<file path="config.mk">
export PLATFORM = sky130hd
export DESIGN_NAME = lsu_mem_port_flat
export DESIGN_NICKNAME = d
export VERILOG_FILES = /design/src/rtl/lsu_mem_port_if.sv /design/src/rtl/lsu_mem_port.sv /design/src/flat_wrapper.sv
export SDC_FILE = /design/constraint.sdc
export NUM_CORES = 1
export LEC_CHECK = 0
export BUFFER_PORTS_ARGS = -buffer_cell sky130_fd_sc_hd__buf_2
export CORE_ASPECT_RATIO = 1.2
export CORE_MARGIN = 3
export CORE_UTILIZATION = 29
export CTS_CLUSTER_SIZE = 16
export DETAILED_ROUTE_END_ITERATION = 8
export GPL_ROUTABILITY_DRIVEN = 0
export HOLD_SLACK_MARGIN = 0.06
export REMOVE_ABC_BUFFERS = 1
export SLEW_MARGIN = 25
export SYNTH_ARGS = -nofsm -noshare
export SYNTH_HDL_FRONTEND = slang
export SYNTH_SLANG_ARGS = --single-unit
</file>
<file path="constraint.sdc">
create_clock -name i_clk -period 6.6 [get_ports i_clk]
set_input_delay 1.32 -clock i_clk [delete_from_list [all_inputs] [get_ports i_clk]]
set_output_delay 1.32 -clock i_clk [all_outputs]
set_load 0.02 [all_outputs]
</file>
<file path="src/rtl/lsu_mem_port_if.sv">
// ============================================================================
//  Module      : lsu_mem_port_if
//  Description : Bundles the pipeline request/response channel and the data
//                memory channel of the load/store unit. The slave modport is
//                the LSU view; the master modport is the pipeline/memory view.
//  Revision    : 1.0 - initial release
// ============================================================================
`default_nettype none

interface lsu_mem_port_if #(
    parameter int ADDR_W = 32,
    parameter int DATA_W = 32
);
    // Pipeline request channel
    logic                  i_req_valid;
    logic                  o_req_ready;
    logic                  i_req_load;
    logic                  i_req_store;
    logic [1:0]            i_req_size;
    logic                  i_req_unsigned;
    logic [ADDR_W-1:0]     i_req_addr;
    logic [DATA_W-1:0]     i_req_wdata;
    // Pipeline response channel
    logic                  o_rsp_valid;
    logic                  i_rsp_ready;
    logic [DATA_W-1:0]     o_rsp_rdata;
    logic                  o_rsp_trap;
    // Data memory channel
    logic                  o_mem_valid;
    logic                  i_mem_ready;
    logic [ADDR_W-1:0]     o_mem_addr;
    logic                  o_mem_ren;
    logic                  o_mem_wen;
    logic [DATA_W-1:0]     o_mem_wdata;
    logic [DATA_W/8-1:0]   o_mem_mask;
    logic                  i_mem_rvalid;
    logic [DATA_W-1:0]     i_mem_rdata;

    modport slave (
        input  i_req_valid, i_req_load, i_req_store, i_req_size,
               i_req_unsigned, i_req_addr, i_req_wdata,
        output o_req_ready,
        output o_rsp_valid, o_rsp_rdata, o_rsp_trap,
        input  i_rsp_ready,
        output o_mem_valid, o_mem_addr, o_mem_ren, o_mem_wen,
               o_mem_wdata, o_mem_mask,
        input  i_mem_ready, i_mem_rvalid, i_mem_rdata
    );

    modport master (
        output i_req_valid, i_req_load, i_req_store, i_req_size,
               i_req_unsigned, i_req_addr, i_req_wdata,
        input  o_req_ready,
        input  o_rsp_valid, o_rsp_rdata, o_rsp_trap,
        output i_rsp_ready,
        input  o_mem_valid, o_mem_addr, o_mem_ren, o_mem_wen,
               o_mem_wdata, o_mem_mask,
        output i_mem_ready, i_mem_rvalid, i_mem_rdata
    );
endinterface

`default_nettype wire

</file>
<file path="src/rtl/lsu_mem_port.sv">
// ============================================================================
//  Module      : lsu_mem_port
//  Description : Load/store unit port to a variable-latency data memory.
//                Aligns addresses, builds byte masks, shifts store data,
//                extends load data and traps misaligned/illegal accesses.
//                One access in flight at a time.
//                Optional macro LSU_TIMEOUT_EN: trap a read/write that gets
//                no i_mem_rvalid within TIMEOUT_CYCLES cycles of WAIT.
//  Revision    : 1.0 - initial release
// ============================================================================
`default_nettype none

module lsu_mem_port #(
    parameter int ADDR_W         = 32,
    parameter int DATA_W         = 32,
    parameter int TIMEOUT_CYCLES = 64
) (
    input  wire logic        i_clk,
    input  wire logic        i_rst_n,
    lsu_mem_port_if.slave    bus
);
    localparam int MASK_W = DATA_W / 8;
    localparam int OFF_W  = $clog2(MASK_W);

    // Reject parameter sets the datapath is not built for
    generate
        if ((DATA_W != 32 && DATA_W != 64) || TIMEOUT_CYCLES < 1) begin : g_bad_params
            $error("lsu_mem_port: DATA_W must be 32 or 64 and TIMEOUT_CYCLES >= 1");
        end
    endgenerate

    typedef enum logic [1:0] {
        S_IDLE = 2'd0,
        S_REQ  = 2'd1,
        S_WAIT = 2'd2,
        S_RESP = 2'd3
    } state_t;

    state_t              state_q;
    logic                req_ready_q;
    logic                load_q;
    logic [1:0]          size_q;
    logic                uns_q;
    logic [OFF_W-1:0]    off_q;
    logic                rsp_valid_q;
    logic [DATA_W-1:0]   rsp_rdata_q;
    logic                rsp_trap_q;
    logic                mem_valid_q;
    logic [ADDR_W-1:0]   mem_addr_q;
    logic                mem_ren_q;
    logic                mem_wen_q;
    logic [DATA_W-1:0]   mem_wdata_q;
    logic [MASK_W-1:0]   mem_mask_q;
`ifdef LSU_TIMEOUT_EN
    localparam int CNT_W = $clog2(TIMEOUT_CYCLES + 1);
    logic [CNT_W-1:0]    cnt_q;
`endif

    logic [OFF_W-1:0]    w_off;
    logic [3:0]          w_bytes;
    logic [OFF_W-1:0]    w_align_mask;
    logic [MASK_W-1:0]   w_lane_mask;
    logic                w_illegal;
    logic [DATA_W-1:0]   w_wdata_sh;
    logic [ADDR_W-1:0]   w_addr_al;
    logic [DATA_W-1:0]   w_rd_sh;
    logic [DATA_W-1:0]   w_load_ext;

    // Request decode: lane offset, byte mask, legality and store-data shift
    always_comb begin
        w_off        = bus.i_req_addr[OFF_W-1:0];
        w_bytes      = 4'd1 << bus.i_req_size;
        w_align_mask = OFF_W'(w_bytes - 4'd1);
        case (bus.i_req_size)
            2'd0:    w_lane_mask = MASK_W'(8'h01);
            2'd1:    w_lane_mask = MASK_W'(8'h03);
            2'd2:    w_lane_mask = MASK_W'(8'h0F);
            default: w_lane_mask = MASK_W'(8'hFF);
        endcase
        w_lane_mask = w_lane_mask << w_off;
        w_illegal   = (bus.i_req_load == bus.i_req_store)
                   || (DATA_W == 32 && bus.i_req_size == 2'd3)
                   || ((w_off & w_align_mask) != '0);
        w_wdata_sh  = bus.i_req_wdata << {w_off, 3'b000};
        w_addr_al   = {bus.i_req_addr[ADDR_W-1:OFF_W], {OFF_W{1'b0}}};
    end

    // Load return path: move the addressed lanes down, then extend
    always_comb begin
        w_rd_sh = bus.i_mem_rdata >> {off_q, 3'b000};
        case (size_q)
            2'd0: begin
                if (uns_q) w_load_ext = DATA_W'(w_rd_sh[7:0]);
                else       w_load_ext = DATA_W'($signed(w_rd_sh[7:0]));
            end
            2'd1: begin
                if (uns_q) w_load_ext = DATA_W'(w_rd_sh[15:0]);
                else       w_load_ext = DATA_W'($signed(w_rd_sh[15:0]));
            end
            2'd2: begin
                if (uns_q) w_load_ext = DATA_W'(w_rd_sh[31:0]);
                else       w_load_ext = DATA_W'($signed(w_rd_sh[31:0]));
            end
            default: w_load_ext = w_rd_sh;
        endcase
    end

    // Access sequencer; every output is a register so nothing glitches
    always_ff @(posedge i_clk or negedge i_rst_n) begin
        if (!i_rst_n) begin
            state_q     <= S_IDLE;
            req_ready_q <= 1'b0;
            load_q      <= 1'b0;
            size_q      <= 2'd0;
            uns_q       <= 1'b0;
            off_q       <= '0;
            rsp_valid_q <= 1'b0;
            rsp_rdata_q <= '0;
            rsp_trap_q  <= 1'b0;
            mem_valid_q <= 1'b0;
            mem_addr_q  <= '0;
            mem_ren_q   <= 1'b0;
            mem_wen_q   <= 1'b0;
            mem_wdata_q <= '0;
            mem_mask_q  <= '0;
`ifdef LSU_TIMEOUT_EN
            cnt_q       <= '0;
`endif
        end else begin
            case (state_q)
                S_IDLE: begin
                    // Ready rises one cycle after reset release or a response
                    req_ready_q <= 1'b1;
                    if (req_ready_q && bus.i_req_valid) begin
                        req_ready_q <= 1'b0;
                        load_q      <= bus.i_req_load;
                        size_q      <= bus.i_req_size;
                        uns_q       <= bus.i_req_unsigned;
                        off_q       <= w_off;
                        if (w_illegal) begin
                            rsp_valid_q <= 1'b1;
                            rsp_trap_q  <= 1'b1;
                            rsp_rdata_q <= '0;
                            state_q     <= S_RESP;
                        end else begin
                            mem_valid_q <= 1'b1;
                            mem_addr_q  <= w_addr_al;
                            mem_ren_q   <= bus.i_req_load;
                            mem_wen_q   <= bus.i_req_store;
                            mem_wdata_q <= w_wdata_sh;
                            mem_mask_q  <= w_lane_mask;
                            state_q     <= S_REQ;
                        end
                    end
                end
                S_REQ: begin
                    if (bus.i_mem_ready) begin
                        mem_valid_q <= 1'b0;
                        mem_addr_q  <= '0;
                        mem_ren_q   <= 1'b0;
                        mem_wen_q   <= 1'b0;
                        mem_wdata_q <= '0;
                        mem_mask_q  <= '0;
`ifdef LSU_TIMEOUT_EN
                        cnt_q       <= '0;
`endif
                        state_q     <= S_WAIT;
                    end
                end
                S_WAIT: begin
                    if (bus.i_mem_rvalid) begin
                        rsp_valid_q <= 1'b1;
                        rsp_trap_q  <= 1'b0;
                        rsp_rdata_q <= load_q ? w_load_ext : '0;
                        state_q     <= S_RESP;
                    end
`ifdef LSU_TIMEOUT_EN
                    else if (cnt_q == CNT_W'(TIMEOUT_CYCLES - 1)) begin
                        rsp_valid_q <= 1'b1;
                        rsp_trap_q  <= 1'b1;
                        rsp_rdata_q <= '0;
                        state_q     <= S_RESP;
                    end else begin
                        cnt_q <= cnt_q + 1'b1;
                    end
`endif
                end
                S_RESP: begin
                    if (bus.i_rsp_ready) begin
                        rsp_valid_q <= 1'b0;
                        rsp_trap_q  <= 1'b0;
                        rsp_rdata_q <= '0;
                        req_ready_q <= 1'b1;
                        state_q     <= S_IDLE;
                    end
                end
                default: state_q <= S_IDLE;
            endcase
        end
    end

    assign bus.o_req_ready = req_ready_q;
    assign bus.o_rsp_valid = rsp_valid_q;
    assign bus.o_rsp_rdata = rsp_rdata_q;
    assign bus.o_rsp_trap  = rsp_trap_q;
    assign bus.o_mem_valid = mem_valid_q;
    assign bus.o_mem_addr  = mem_addr_q;
    assign bus.o_mem_ren   = mem_ren_q;
    assign bus.o_mem_wen   = mem_wen_q;
    assign bus.o_mem_wdata = mem_wdata_q;
    assign bus.o_mem_mask  = mem_mask_q;

endmodule

`default_nettype wire

</file>
<file path="src/flat_wrapper.sv">
// flat-port wrapper written by rule: the top's interface ports become plain ports
module lsu_mem_port_flat 
#(
    parameter int ADDR_W         = 32,
    parameter int DATA_W         = 32,
    parameter int TIMEOUT_CYCLES = 64
)
  (i_clk, i_rst_n, bus_i_req_valid, bus_i_req_load, bus_i_req_store, bus_i_req_size, bus_i_req_unsigned, bus_i_req_addr, bus_i_req_wdata, bus_o_req_ready, bus_o_rsp_valid, bus_o_rsp_rdata, bus_o_rsp_trap, bus_i_rsp_ready, bus_o_mem_valid, bus_o_mem_addr, bus_o_mem_ren, bus_o_mem_wen, bus_o_mem_wdata, bus_o_mem_mask, bus_i_mem_ready, bus_i_mem_rvalid, bus_i_mem_rdata);
  lsu_mem_port_if #(.ADDR_W(ADDR_W), .DATA_W(DATA_W)) bus_i ();
  input  wire logic i_clk;
  input  wire logic i_rst_n;
  input wire logic [$bits(bus_i.i_req_valid)-1:0] bus_i_req_valid;
  input wire logic [$bits(bus_i.i_req_load)-1:0] bus_i_req_load;
  input wire logic [$bits(bus_i.i_req_store)-1:0] bus_i_req_store;
  input wire logic [$bits(bus_i.i_req_size)-1:0] bus_i_req_size;
  input wire logic [$bits(bus_i.i_req_unsigned)-1:0] bus_i_req_unsigned;
  input wire logic [$bits(bus_i.i_req_addr)-1:0] bus_i_req_addr;
  input wire logic [$bits(bus_i.i_req_wdata)-1:0] bus_i_req_wdata;
  output wire logic [$bits(bus_i.o_req_ready)-1:0] bus_o_req_ready;
  output wire logic [$bits(bus_i.o_rsp_valid)-1:0] bus_o_rsp_valid;
  output wire logic [$bits(bus_i.o_rsp_rdata)-1:0] bus_o_rsp_rdata;
  output wire logic [$bits(bus_i.o_rsp_trap)-1:0] bus_o_rsp_trap;
  input wire logic [$bits(bus_i.i_rsp_ready)-1:0] bus_i_rsp_ready;
  output wire logic [$bits(bus_i.o_mem_valid)-1:0] bus_o_mem_valid;
  output wire logic [$bits(bus_i.o_mem_addr)-1:0] bus_o_mem_addr;
  output wire logic [$bits(bus_i.o_mem_ren)-1:0] bus_o_mem_ren;
  output wire logic [$bits(bus_i.o_mem_wen)-1:0] bus_o_mem_wen;
  output wire logic [$bits(bus_i.o_mem_wdata)-1:0] bus_o_mem_wdata;
  output wire logic [$bits(bus_i.o_mem_mask)-1:0] bus_o_mem_mask;
  input wire logic [$bits(bus_i.i_mem_ready)-1:0] bus_i_mem_ready;
  input wire logic [$bits(bus_i.i_mem_rvalid)-1:0] bus_i_mem_rvalid;
  input wire logic [$bits(bus_i.i_mem_rdata)-1:0] bus_i_mem_rdata;
  assign bus_i.i_req_valid = bus_i_req_valid;
  assign bus_i.i_req_load = bus_i_req_load;
  assign bus_i.i_req_store = bus_i_req_store;
  assign bus_i.i_req_size = bus_i_req_size;
  assign bus_i.i_req_unsigned = bus_i_req_unsigned;
  assign bus_i.i_req_addr = bus_i_req_addr;
  assign bus_i.i_req_wdata = bus_i_req_wdata;
  assign bus_o_req_ready = bus_i.o_req_ready;
  assign bus_o_rsp_valid = bus_i.o_rsp_valid;
  assign bus_o_rsp_rdata = bus_i.o_rsp_rdata;
  assign bus_o_rsp_trap = bus_i.o_rsp_trap;
  assign bus_i.i_rsp_ready = bus_i_rsp_ready;
  assign bus_o_mem_valid = bus_i.o_mem_valid;
  assign bus_o_mem_addr = bus_i.o_mem_addr;
  assign bus_o_mem_ren = bus_i.o_mem_ren;
  assign bus_o_mem_wen = bus_i.o_mem_wen;
  assign bus_o_mem_wdata = bus_i.o_mem_wdata;
  assign bus_o_mem_mask = bus_i.o_mem_mask;
  assign bus_i.i_mem_ready = bus_i_mem_ready;
  assign bus_i.i_mem_rvalid = bus_i_mem_rvalid;
  assign bus_i.i_mem_rdata = bus_i_mem_rdata;
  lsu_mem_port #(.ADDR_W(ADDR_W), .DATA_W(DATA_W), .TIMEOUT_CYCLES(TIMEOUT_CYCLES)) u_core (.i_clk(i_clk), .i_rst_n(i_rst_n), .bus(bus_i));
endmodule
</file>
* Yosys cells after proc, flatten, opt, wreduce, memory -nomap -nowiden
Index checks and enable logic that the tools add are counted.
Storage, ports and cells: flip-flop bits (word level) 114, input bits 107, output and inout bits 106, word-level logic and storage cells 96
Operators by class: add/subtract/negate cells 1, eq/ne operators 13, shift-type cells 4, muxes and demuxes 47, bitwise logic cells 1, reductions and logical operators 15
Operator list (number):
- $mux W32 | 12
- $pmux W32 S2 | 3
- $pmux W32 S3 | 1
- $shl A32 B5 Y32 | 1
- $shr A32 B5 Y32 | 1
- $pmux W4 S2 | 2
- $mux W1 | 14
- $mux W4 | 3
- $mux W2 | 5
- $ne A2 B2 Y1 const B | 4
- $pmux W1 S2 | 4
- $pmux W2 S4 | 1
- $reduce_and A4 Y1 | 2
- $eq A2 B1 Y1 const B | 3
- $eq A2 B2 Y1 const B | 3
- $logic_not A2 Y1 | 3
- $pmux W1 S3 | 2
- $reduce_bool A2 Y1 | 3
- $reduce_and A5 Y1 | 1
- $ne A2 B1 Y1 const B | 2
- $reduce_and A2 Y1 | 2
- $shl A4 B2 Y4 | 1
- $reduce_bool A3 Y1 | 1
- $and A2 B2 Y2 | 1
- other kinds (5) | 6

* Depth between registers and ports, before layout
depth in word-level cells 8, depth in mapped cells 9, gate-level depth less buffers 6

* Worst setup path after synthesis
OpenSTA, ideal clock, no wires.
path kind input to register, start point in bus_i_req_size[0], end point reg u_core.mem_valid_q, in the netlist u_core.bus.o_mem_valid, library setup time 0.118 ns, data arrival time 2.586 ns, required time 6.482 ns, slack 3.896 ns, stages on the path 7, path buffers 3, cell sequence nor3_1 o2111ai_1 a211o_1 clkbuf_1 buf_2 buf_2 a21o_1
Between the ends: cells in the longest elaborated chain, start to end 7, elaborated cells between the ends (all ways) 9, classes of those cells add/sub (1); eq/ne (2); shift (1); bitwise (1); reduce/logical (4)
RTL lines:
- from (decl) | line flat_wrapper.sv:15 | input wire logic [$bits(bus_i.i_req_size)-1:0] bus_i_req_size;
- $shl A1 B2 Y2 | line lsu_mem_port.sv:72 | w_bytes = 4'd1 << bus.i_req_size;
- $sub A2 B1 Y2 | line lsu_mem_port.sv:73 | w_align_mask = OFF_W'(w_bytes - 4'd1);
- $and A2 B2 Y2 | line lsu_mem_port.sv:83 | || ((w_off & w_align_mask) != '0);
- $reduce_bool A2 Y1 | line lsu_mem_port.sv:83
- $logic_or A1 B1 Y1 (*) | line lsu_mem_port.sv:83
- $ne A2 B2 Y1 (no source line) (*)
- $reduce_and A4 Y1 (no source line) (*)
- to (signal assigned) | line lsu_mem_port.sv:120 | mem_valid_q <= 1'b0;
- to (signal assigned) | line lsu_mem_port.sv:146 | mem_valid_q <= 1'b1;
- to (signal assigned) | line lsu_mem_port.sv:158 | mem_valid_q <= 1'b0;
- to (decl) | line lsu_mem_port.sv:48 | logic mem_valid_q;
Mark *: on every way between the ends. The rest lies on a longest branch, timed or not. A chain may end at the register's enable or synchronous reset.

* Worst setup path after layout
start point in bus_i_req_addr[0], end point reg u_core.mem_wdata_q[30], in the netlist u_core.bus.o_mem_wdata[30]
Between the ends: cells in the longest elaborated chain, start to end 5, elaborated cells between the ends (all ways) 9, classes of those cells eq/ne (1); shift (1); mux (3); bitwise (1); reduce/logical (3)
RTL lines:
- from (decl) | line flat_wrapper.sv:17 | input wire logic [$bits(bus_i.i_req_addr)-1:0] bus_i_req_addr;
- parallel branches: the longest is 5 deep, another holds $shl A32 B5 Y32
- to (signal assigned) | line lsu_mem_port.sv:150 | mem_wdata_q <= w_wdata_sh;
- to (decl) | line lsu_mem_port.sv:52 | logic [DATA_W-1:0] mem_wdata_q;
Parallel ways; which one is timed is not known. The select of a mux whose other input is x is not followed.

==> results.cfg <==
[run_status]
run_status = completed

[pwr]
power_leakage_nw = 3.67
power.density_cell_area_nw_per_um2 = 415
max-vdd-ir-drop_mv = 0.213

[final_layout]
finalNetCount = 757
areaGrowthSynthToFinish_pct = 28.2
drive_gt1_frac = 0.383
final_design_area_no_fill_sq_um = 6900
mostFrequentLayoutCell = buf_2
final-instance-count-excl-fill = 870
mostFrequentLayoutCells = buf_2, dfrtp_1, a22o_1
fin_util = 0.387
antennaDiodeCount = 0

[timing]
setup_tns_ns = 0
timing.fmax_mhz = 300
report.final.slew_viol_count = 0
max_slew_margin = 0.456
final_min_period_over_clock_period = 0.505
hold_violations = 0
tightestPinTransition_ns = 0.814
final.min_clock_period_ns = 3.33
finalHoldWorstSlack_ns = 0.493
setup_repair_after_global_routing_missed_its_margin = no
report.final.setup_viol = 0
skew_ns = 0.0102

[global_routing]
first_pass_grt_wire_length_um = 24700
grt_util_all_layers = 0.152
grt_antenna_before_repair = 0
grt_pass1_vias = 4636
grt_overflow_total = 0
grt_max_degree = 70

[synth]
yosys.area.top_type_share = 0.520
synth.area.top_cells = dfrtp_1, a22o_1, mux2i_1, a32o_1, nand2_1
post_synth.cell_area_avg_sq_um = 11.7
syn-cell-area_sq_um = 5390
dominantRegCellSynth = dfrtp_1
post_synth_edffs = 0
asyncSetResetFlopFracSynth = 1.00
yosys.area.top_type = dfrtp_1
synth_cells = 460
synth.lib_cells_used.distinct = 45
ys_ff_latch = 112
synth-warning-count = 0
synth.yosys.seq_area_share = 0.520

[floorplan]
die_height_um = 155
ios = 213
placementRows = 53
die_width_um = 130
dieArea_sq_um = 20300
starting_utilization_of_the_core_area = 0.302
core-area_sq_um = 17800

[route]
vias = 4611
detail_route.first_pass.iterations = 4
route.antenna.remaining_nets = 0
drt-vias-per-instance = 5.30
remaining_drc_errors = 0
post_drt_wl_per_cell_um = 18.2
detail_route.iter0.violations = 257
routed_wirelength_um = 15800

[clock_network]
clk_path_buf_depth = 2
clock_tree.htree_level_count = 3
postCtsResizedCells = 0
cts_num_sinks = 112
cts_root_buffer = clkbuf_16
cts-buffers-inserted = 9
cts-hold-fix-buffers = 0
clk_latency_ns = 0.35
cts_setup_buffers = 0
tritoncts = built
clkTransAtPathRegs_ns = 0.07

[placed_design]
postPlaceCellArea_sq_um = 6580
buffer_ports.inserted = 210
place_hpwl_um = 11100
post-place-cells = 854

[critical_path]
worst_path_class_setup = input port to register
worstPathBufferInverterCount = 3
worst_path_arrival_time_ns = 3.62
critPathMaxStageDelay_ns = 0.74
cpMaxStageDelayCell = a211oi_4
worst_setup_path_start_kind = input port
cp.required_ns = 6.88
worst_setup_path_end_kind = register
critical_path_peak_fanout = 42
worst_r2r_setup_slack_ns = 3.90
critical_path.top_delay_family = compound AO/OA/AOI/OAI gates
crit_chain = buf_2, buf_4, or3_1, a211oi_4, buf_4, a32o_1
path_common_cell = buf_4

[job]
timing.max_cap.violations = 0

[min_path]
timing.hold.worst.class = register to register
==> Yosys cell counts (3+ instances only) <==
master	count
clkbuf_1	21
dfrtp_1	112
buf_4	3
o2bb2ai_1	17
o21ai_0	26
buf_6	3
a32o_1	31
buf_1	5
buf_2	13
nor2_1	5
mux2_2	6
a22o_1	59
a21o_1	11
a211o_1	16
mux2i_1	34
ha_1	5
nand2_1	40
nor2b_1	20
==> where the power goes <==
| group | internal [W] | switching (W) | total, W |
|---|---|---|---|
| clock network | 0.000335 | 0.000259 | 0.000595 |
| registers | 0.000863 | 0.000144 | 0.00101 |
| logic | 0.000466 | 0.000796 | 0.00126 |
==> layout make-up <==
class / instances / area (sq um)
Timing Repair Buffer: 218 / 1120
Tap cell: 220 / 275
Multi-Input combinational cell: 302 / 2380
Clock inverter: 6 / 92.6
Fill cell: 1755 / 10900
Sequential cell: 112 / 2800
Inverter: 2 / 7.51
Clock buffer: 10 / 229
==> registers in the layout, summed over array words and instances, names as in the netlist <==
signal / cells
u_core.bus.o_mem_addr: 30
u_core.bus.o_mem_mask: 4
u_core.bus.o_mem_ren: 1
u_core.bus.o_mem_valid: 1
u_core.bus.o_mem_wdata: 32
u_core.bus.o_mem_wen: 1
u_core.bus.o_req_ready: 1
u_core.bus.o_rsp_rdata: 32
u_core.bus.o_rsp_trap: 1
u_core.bus.o_rsp_valid: 1
u_core.load_q: 1
u_core.off_q: 2
u_core.size_q: 2
u_core.state_q: 2
u_core.uns_q: 1
==> per-layer routing <==
metal / wire [um] / part of all wire / vias up / GRT usage
met5: 0 / 0 / - / 0
met4: 219 / 0.014 / 0 / 0.0500
met3: 985 / 0.062 / 14 / 0.0319
met2: 7890 / 0.50 / 182 / 0.255
met1: 6730 / 0.43 / 2295 / 0.196
li1: - / - / 2120 / -
==> path summary, 6_finish.rpt <==
check                                             endpoint                      start  cells past startpoint
worst max-delay path            u_core.bus.o_mem_wdata[30]          bus_i_req_addr[0]                      6
worst min-delay path             u_core.bus.o_rsp_rdata[0]  u_core.bus.o_rsp_rdata[0]                      1
worst max register to register  u_core.bus.o_mem_wdata[30]          u_core.state_q[1]                      6
worst min register to register   u_core.bus.o_rsp_rdata[0]  u_core.bus.o_rsp_rdata[0]                      1
max in group asynchronous         u_core.bus.o_mem_addr[5]                    i_rst_n                      2
min in group asynchronous           u_core.bus.o_req_ready                    i_rst_n                      1
==> per-stage QoR <==
step,power [W],setup WS (ns)
3_5_place_dp,0.00229,2.88
5_1_grt,0.00305,3.02
2_1_floorplan,0.00181,2.86
4_1_cts,0.00290,3.25
6_report,0.00286,3.27
3_3_place_gp,0.00226,2.94
==> worst register-to-register path, stage by stage, from the launching register on <==
cell,delay [ns]
dfrtp_1,0.40
inv_1,0.13
ha_1,0.33
nand4b_1,0.28
a211oi_4,0.76
buf_4,0.49
a32o_1,0.24
==> cells by family (layout without fill, tap and decap cells) <==
kind of cell / count (synthesis) / in the layout / share of synthesized area
AO/OA/AOI/OAI: 170 / 170 / 0.263
flip-flops: 112 / 112 / 0.520
AND/OR/NAND/NOR: 82 / 82 / 0.0790
buffers and inverters: 47 / 236 / 0.0420
multiplexers: 41 / 41 / 0.0799
adder cells (fa/ha/maj): 5 / 5 / 0.0116
XOR/XNOR: 2 / 2 / 0.00325
other: 1 / 2 / 0.000696
(Power assumes the default switching activity.)
